[config.mk]
export PLATFORM = sky130hd
export DESIGN_NAME = fb_arbiter_flat
export DESIGN_NICKNAME = d
export VERILOG_FILES = /design/src/rtl/fb_pkg.sv /design/src/rtl/fb_arbiter_if.sv /design/src/rtl/fb_wr_fifo.sv /design/src/rtl/fb_arbiter.sv /design/src/flat_wrapper.sv
export SDC_FILE = /design/constraint.sdc
export NUM_CORES = 1
export LEC_CHECK = 0
export ABC_AREA = 1
export BUFFER_PORTS_ARGS = -buffer_cell sky130_fd_sc_hd__buf_2
export CORE_MARGIN = 3
export CORE_UTILIZATION = 48
export CTS_CLUSTER_DIAMETER = 30
export CTS_CLUSTER_SIZE = 20
export DETAILED_ROUTE_END_ITERATION = 7
export GPL_TIMING_DRIVEN = 1
export PLACE_DENSITY = 0.73
export RECOVER_POWER = 50
export REMOVE_ABC_BUFFERS = 1
export SETUP_SLACK_MARGIN = 0.2
export SLEW_MARGIN = 10
export SYNTH_ARGS = -nofsm -noshare
export SYNTH_HDL_FRONTEND = slang
export SYNTH_SLANG_ARGS = --single-unit
[constraint.sdc]
create_clock -name clk -period 2.4 [get_ports clk]
set_input_delay 0 -clock clk [delete_from_list [all_inputs] [get_ports clk]]
set_output_delay 0 -clock clk [all_outputs]
set_load 0.03 [all_outputs]
[src/rtl/fb_pkg.sv]
// fb_pkg: shared framebuffer geometry, parameter defaults and arbiter state encoding
package fb_pkg;
  localparam int GB_W = 160;
  localparam int GB_H = 144;
  localparam int FB_ADDR_W = 15;
  localparam int FB_DATA_W = 2;
  localparam int FB_DEPTH_DEF = GB_W * GB_H;
  typedef enum logic [1:0] {
    IDLE  = 2'd0,
    DRAIN = 2'd1,
    CLEAR = 2'd2
  } fb_state_t;
endpackage

[src/rtl/fb_arbiter_if.sv]
// fb_arbiter_if: bus bundle between framebuffer clients, arbiter and RAM
// rd_*: scanout read strobe/address and returned pixel
// wr_*: capture-side valid/ready write handshake
// ram_*: single-port synchronous RAM, one-cycle read latency
// modports: slave = arbiter side, master = client/RAM side
interface fb_arbiter_if import fb_pkg::*; #(
  parameter int ADDR_W = FB_ADDR_W,
  parameter int DATA_W = FB_DATA_W
);
  logic              rd_req;
  logic [ADDR_W-1:0] rd_addr;
  logic              rd_valid;
  logic [DATA_W-1:0] rd_data;
  logic              wr_valid;
  logic              wr_ready;
  logic [ADDR_W-1:0] wr_addr;
  logic [DATA_W-1:0] wr_data;
  logic [ADDR_W-1:0] ram_addr;
  logic              ram_we;
  logic [DATA_W-1:0] ram_wdata;
  logic [DATA_W-1:0] ram_rdata;
  modport slave (
    input  rd_req, rd_addr, wr_valid, wr_addr, wr_data, ram_rdata,
    output rd_valid, rd_data, wr_ready, ram_addr, ram_we, ram_wdata
  );
  modport master (
    output rd_req, rd_addr, wr_valid, wr_addr, wr_data, ram_rdata,
    input  rd_valid, rd_data, wr_ready, ram_addr, ram_we, ram_wdata
  );
endinterface

[src/rtl/fb_wr_fifo.sv]
// fb_wr_fifo: synchronous write buffer with registered occupancy count
// clk/reset: clock, synchronous active-high reset
// push/din: enqueue; pop/dout: dequeue, dout shows the head entry
// full/empty: decoded from the registered count
module fb_wr_fifo #(
  parameter int W = 17,
  parameter int DEPTH = 4
) (
  input  logic         clk,
  input  logic         reset,
  input  logic         push,
  input  logic         pop,
  input  logic [W-1:0] din,
  output logic [W-1:0] dout,
  output logic         full,
  output logic         empty
);
  localparam int AW = $clog2(DEPTH);
  localparam int CW = AW + 1;
  logic [W-1:0]  mem [DEPTH];
  logic [AW-1:0] wp, rp;
  logic [CW-1:0] count;
  assign full = count == CW'(DEPTH);
  assign empty = count == '0;
  assign dout = mem[rp];
  always_ff @(posedge clk)
    if (push) mem[wp] <= din;
  always_ff @(posedge clk)
    if (reset) begin
      wp <= '0;
      rp <= '0;
      count <= '0;
    end else begin
      wp <= wp + AW'(push);
      rp <= rp + AW'(pop);
      count <= count + CW'(push) - CW'(pop);
    end
endmodule

[src/rtl/fb_arbiter.sv]
// fb_arbiter: framebuffer RAM arbiter for scanout reads, buffered capture writes and frame clear
// clk/reset: single clock, synchronous active-high reset
// bus (slave): rd_req/rd_addr -> rd_valid/rd_data two cycles later; wr_valid/wr_ready/wr_addr/wr_data
//   capture writes; ram_addr/ram_we/ram_wdata/ram_rdata single-port sync RAM
// clr_start/clr_busy: frame-clear request pulse, high while draining or clearing
// addr_err: sticky flag for discarded out-of-range writes
// stall_count: saturating count of wr_valid && !wr_ready cycles, only with FB_ARB_STATS_EN defined
module fb_arbiter import fb_pkg::*; #(
  parameter int ADDR_W = FB_ADDR_W,
  parameter int DATA_W = FB_DATA_W,
  parameter int FB_DEPTH = FB_DEPTH_DEF,
  parameter int FIFO_DEPTH = 4
) (
  input  logic        clk,
  input  logic        reset,
  fb_arbiter_if.slave bus,
  input  logic        clr_start,
  output logic        clr_busy,
  output logic        addr_err,
  output logic [15:0] stall_count
);
  localparam logic [ADDR_W-1:0] LAST = ADDR_W'(FB_DEPTH - 1);
  fb_state_t state;
  logic [ADDR_W-1:0] clr_addr, head_addr;
  logic [DATA_W-1:0] head_data;
  logic [ADDR_W+DATA_W-1:0] head;
  logic full, empty, push, pop, clr_we, rd_p1;
  fb_wr_fifo #(.W(ADDR_W + DATA_W), .DEPTH(FIFO_DEPTH)) u_fifo (
    .clk, .reset, .push, .pop,
    .din({bus.wr_addr, bus.wr_data}), .dout(head), .full, .empty
  );
  assign {head_addr, head_data} = head;
  assign clr_busy = state != IDLE;
  assign bus.wr_ready = !reset && !full && state == IDLE;
  assign push = bus.wr_valid && bus.wr_ready;
  // reads always win; the FIFO drains only outside CLEAR, the clear counter only inside it
  assign pop = !reset && !bus.rd_req && state != CLEAR && !empty;
  assign clr_we = !reset && !bus.rd_req && state == CLEAR;
  always_comb begin
    bus.ram_addr = bus.rd_req ? bus.rd_addr : clr_we ? clr_addr : pop ? head_addr : bus.rd_addr;
    bus.ram_we = clr_we || (pop && head_addr <= LAST);
    bus.ram_wdata = clr_we ? '0 : head_data;
  end
  always_ff @(posedge clk)
    if (reset) begin
      state <= IDLE;
      clr_addr <= '0;
      addr_err <= 1'b0;
      rd_p1 <= 1'b0;
      bus.rd_valid <= 1'b0;
      bus.rd_data <= '0;
    end else begin
      rd_p1 <= bus.rd_req;
      bus.rd_valid <= rd_p1;
      if (rd_p1) bus.rd_data <= bus.ram_rdata;
      if (pop && head_addr > LAST) addr_err <= 1'b1;
      if (state == IDLE && clr_start) state <= DRAIN;
      else if (state == DRAIN && empty) begin
        state <= CLEAR;
        clr_addr <= '0;
      end else if (clr_we) begin
        clr_addr <= clr_addr + 1'b1;
        if (clr_addr == LAST) state <= IDLE;
      end
    end
`ifdef FB_ARB_STATS_EN
  always_ff @(posedge clk)
    if (reset) stall_count <= '0;
    else if (bus.wr_valid && !bus.wr_ready && stall_count != 16'hFFFF) stall_count <= stall_count + 1'b1;
`else
  assign stall_count = '0;
`endif
endmodule
[src/flat_wrapper.sv]
// flat-port wrapper written by rule: the top's interface ports become plain ports
module fb_arbiter_flat import fb_pkg::*;
#(
  parameter int ADDR_W = FB_ADDR_W,
  parameter int DATA_W = FB_DATA_W,
  parameter int FB_DEPTH = FB_DEPTH_DEF,
  parameter int FIFO_DEPTH = 4
)
  (clk, reset, clr_start, clr_busy, addr_err, stall_count, bus_rd_req, bus_rd_addr, bus_wr_valid, bus_wr_addr, bus_wr_data, bus_ram_rdata, bus_rd_valid, bus_rd_data, bus_wr_ready, bus_ram_addr, bus_ram_we, bus_ram_wdata);
  fb_arbiter_if #(.ADDR_W(ADDR_W), .DATA_W(DATA_W)) bus_i ();
  input  logic clk;
  input  logic reset;
  input  logic clr_start;
  output logic clr_busy;
  output logic addr_err;
  output logic [15:0] stall_count;
  input wire logic [$bits(bus_i.rd_req)-1:0] bus_rd_req;
  input wire logic [$bits(bus_i.rd_addr)-1:0] bus_rd_addr;
  input wire logic [$bits(bus_i.wr_valid)-1:0] bus_wr_valid;
  input wire logic [$bits(bus_i.wr_addr)-1:0] bus_wr_addr;
  input wire logic [$bits(bus_i.wr_data)-1:0] bus_wr_data;
  input wire logic [$bits(bus_i.ram_rdata)-1:0] bus_ram_rdata;
  output wire logic [$bits(bus_i.rd_valid)-1:0] bus_rd_valid;
  output wire logic [$bits(bus_i.rd_data)-1:0] bus_rd_data;
  output wire logic [$bits(bus_i.wr_ready)-1:0] bus_wr_ready;
  output wire logic [$bits(bus_i.ram_addr)-1:0] bus_ram_addr;
  output wire logic [$bits(bus_i.ram_we)-1:0] bus_ram_we;
  output wire logic [$bits(bus_i.ram_wdata)-1:0] bus_ram_wdata;
  assign bus_i.rd_req = bus_rd_req;
  assign bus_i.rd_addr = bus_rd_addr;
  assign bus_i.wr_valid = bus_wr_valid;
  assign bus_i.wr_addr = bus_wr_addr;
  assign bus_i.wr_data = bus_wr_data;
  assign bus_i.ram_rdata = bus_ram_rdata;
  assign bus_rd_valid = bus_i.rd_valid;
  assign bus_rd_data = bus_i.rd_data;
  assign bus_wr_ready = bus_i.wr_ready;
  assign bus_ram_addr = bus_i.ram_addr;
  assign bus_ram_we = bus_i.ram_we;
  assign bus_ram_wdata = bus_i.ram_wdata;
  fb_arbiter #(.ADDR_W(ADDR_W), .DATA_W(DATA_W), .FB_DEPTH(FB_DEPTH), .FIFO_DEPTH(FIFO_DEPTH)) u_core (.clk(clk), .reset(reset), .bus(bus_i), .clr_start(clr_start), .clr_busy(clr_busy), .addr_err(addr_err), .stall_count(stall_count));
endmodule
==> results.md <==
- Status: finished, final reports clean
- Register share of total power: 45.8%
- Drc violations: 0
- Synth Flop Type: edfxtp_1
- Post-layout nets: roughly 600
- Rel. slew slack: 61.2%
- DR vias: 3442
- WHS: 0.256 ns
- Syn Inst Count: 451
- Pwr per Cell Area: 819 mW/mm²
- Syn_area_per_cell: 9.84 µm²
- Clock latency at the later pin of the worst-skew pair: 0.36 ns
- TritonCTS clock tree: built
- Comb pwr share: 31.5%
- Register area share after synthesis: roughly three fifths
- Min-delay worst type: in2reg
- Vias per cell: 5.17
- Multi-input logic area: 0.00150 mm²
- Starting Density: around half
- Fin crit period: 2.19 ns
- Reg2reg end: u_core.u_fifo.count[2]
- Global-route usage over all layers: approximately 19%
- Final Hold Fails: 0
- Hold Path Sink: u_core.u_fifo.count[1]
- RSZ-0062 raised after global routing: true
- Netlist cell types: 38
- Yosys warning count: 0
- Detailed-route wire length: a little under 10000 µm
- Area growth from synthesis to layout: 19.8%
- # IOs: 79
- F_max: 0.457 GHz
- Vias in the first global route: between 3000 and 4000
- First-pass GRT wire length: 15600 µm
- H-tree depth reported by CTS: 3
- Clk sinks: 97
- Mean routed wirelength per cell: roughly 15 µm
- Pin count of the biggest net entering global routing: 35
- Buffers on Ports: 62
- Final setup fails: 0
- Measured slew at the worst slew-check pin: 0.580 ns
- Placer Congestion: 0.854
- Clock root cell: clkbuf_8
- # diodes: 0
- Switching part of the total: 36.2%
- Int Pwr: approximately 2800 µW
- Cell Area, Synth: 0.00444 mm²
- Clk buf depth: 2
- Antenna-violating nets left: 0
- Crit path DAT: 2.44 ns
- Setup tns final: 0 ns
- GRT overflow: 0
- CP Cell Sequence: nor2_4, inv_1, a211oi_2, nand2_1, ha_1, inv_1, ha_1, inv_1, fa_2, xor2_2, nand2_1, nor3b_2
- Core area: ~0.0088 mm²
- DP HPWL: about 6500 µm
- Reg2reg start: u_core.state[1]
- Die X: 102 µm
- Type of the worst setup path: reg2reg
- Clock skew: 0.0115 ns
- Reg2Reg Depth: 12
- Pwr Total: roughly 4400 µW
- Max stage delay on crit path: 0.35 ns
- CP startpoint kind: flip-flop
- DRT iter0 DRCs: 205
- Die Ht: about 100 µm
- Maxcap violations: 0
- CP Max Fanout: 2
- Post-synth EDFFs: 68
- Async SR Flop Fraction: 0%
- Pins over their slew limit: 0
- Die area: 0.0104 mm²
- Req. time, crit path: approximately 2.7 ns
- Switch Pwr: 1570 µW
- Layout fillers: 742
- Peak VDD IR: 0.471 mV
- Leakage: 0.00208 µW
- Slowest CP cell: dfxtp_1
- Hold path cells: 5
- Hold Startpoint: bus_wr_valid
- Reg clk slew, reported paths: ~0.10 ns
- Num CTS Buffers: 9
- Router iterations before antenna repair: 4
- Yosys reg bits: 97
- Crit end category: flip-flop
- Layout cell share with drive strength beyond 1: between 15 and 20%
- Critical Path Start: u_core.state[1]
- R2R setup slack: 0.21 ns
- Clk pwr share: about 23%
- Final period utilization: 91.2%
- Reg area: 0.00263 mm²
- Most frequent cells in the layout: nand2_1 (91), edfxtp_1 (68), nor2_1 (52)
- Initial antenna violation count: 0
- Most common cell after layout, fill and taps aside: nand2_1
- Num rows: 34
- Most frequent CP cell: inv_1
-- power groups by stage --
stage               clock network, µW  registers (µW)  logic, µW
global route                     1070            2010       1510
CTS                              1010            1980       1390
floorplan                           0            2040        831
detailed placement                  0            2020       1250
global placement                    0            2010       1240
finish                            985            2000       1370
-- cell usage after synthesis (all sizes together), types with 8 or more instances --
cell | number | area (µm²)
nor3 | 8 | 40.0
o21ai | 34 | 170
o22ai | 10 | 62.6
edfxtp | 68 | 2040
dfxtp | 29 | 581
nand3 | 19 | 108
nand2 | 92 | 360
buf | 28 | 199
a21oi | 18 | 90.1
nor2 | 60 | 270
inv | 43 | 164
nand4 | 10 | 77.6
-- worst max-delay path by stage --
| stage | slack [ns] | end | cells past startpoint |
|---|---|---|---|
| floorplan | -0.68 | u_core.u_fifo.mem[0][0] | 5 |
| global placement | 0.29 | u_core.u_fifo.count[2] | 11 |
| detailed placement | 0.17 | u_core.u_fifo.count[2] | 11 |
| CTS | 0.21 | u_core.u_fifo.count[2] | 12 |
| global route | 0.08 | u_core.u_fifo.count[2] | 12 |
| finish | 0.21 | u_core.u_fifo.count[2] | 12 |
-- cell families after synthesis --
| family | Yosys count | synth area share [%] |
|---|---|---|
| xor gates and xnor gates | 3 | 0.592 |
| DFF | 97 | 59.1 |
| adders and majority gates | 6 | 1.86 |
| AOI/OAI and AO/OA | 79 | 10.4 |
| other | 1 | 0.0845 |
| and+or+nand+nor | 190 | 19.4 |
| buffers and inverters | 75 | 8.51 |
-- what timing repair did --
item                                    4_1_cts  5_1_grt
endpoints found under the setup margin        1        4
buffers inserted                             10        1
hold buffers                                 25        0
hold endpoints to repair                     73        0
pin swaps                                     4        2
gates resized for setup                       4        7
-- critical path, delay by kind of cell, from the launching register on --
family	cells	cell delay [ns]
flip-flops	1	0.35
XOR/XNOR	1	0.16
AO/OA/AOI/OAI	1	0.18
adder cells (fa/ha/maj)	3	0.76
AND/OR/NAND/NOR	4	0.46
buffers and inverters	3	0.17
-- layer usage --
metal / wire length (µm) / up-vias / track usage, %
met5: 0 / - / 0
met4: 142 / 0 / 6.05
met3: 680 / 14 / 3.96
met2: 4820 / 123 / 33.1
met1: 4170 / 1589 / 24.8
li1: - / 1716 / -
-- registers in the layout, summed over array words and instances, names as in the netlist --
| signal | cells |
|---|---|
| u_core.u_fifo.mem | 68 |
| u_core.clr_addr | 15 |
| u_core.u_fifo.count | 3 |
| u_core.bus.rd_data | 2 |
| u_core.state | 2 |
| u_core.u_fifo.rp | 2 |
| u_core.u_fifo.wp | 2 |
| u_core.addr_err | 1 |
| u_core.bus.rd_valid | 1 |
| u_core.rd_p1 | 1 |
-- area by class of cell --
type / instances / share of cell area (%)
Sequential cell: 97 / 49.4
Multi-Input combinational cell: 294 / 28.1
Timing Repair Buffer: 108 / 13.2
Inverter: 43 / 3.15
Tap cell: 108 / 2.54
Clock buffer: 9 / 2.33
Clock inverter: 7 / 1.25
-- per-stage QoR --
stage | worst slack [ns] | instance area, µm² | util (%) | cells
2_1_floorplan | -0.678 | 4280 | - | 434
3_3_place_gp | 0.290 | 4830 | 54.6 | 614
3_5_place_dp | 0.165 | 4830 | 54.6 | 614
4_1_cts | 0.208 | 5360 | 60.5 | 665
5_1_grt | 0.0754 | 5320 | 60.1 | 666
6_report | 0.211 | 5320 | 60.1 | 666
(Power assumes the default switching activity.)
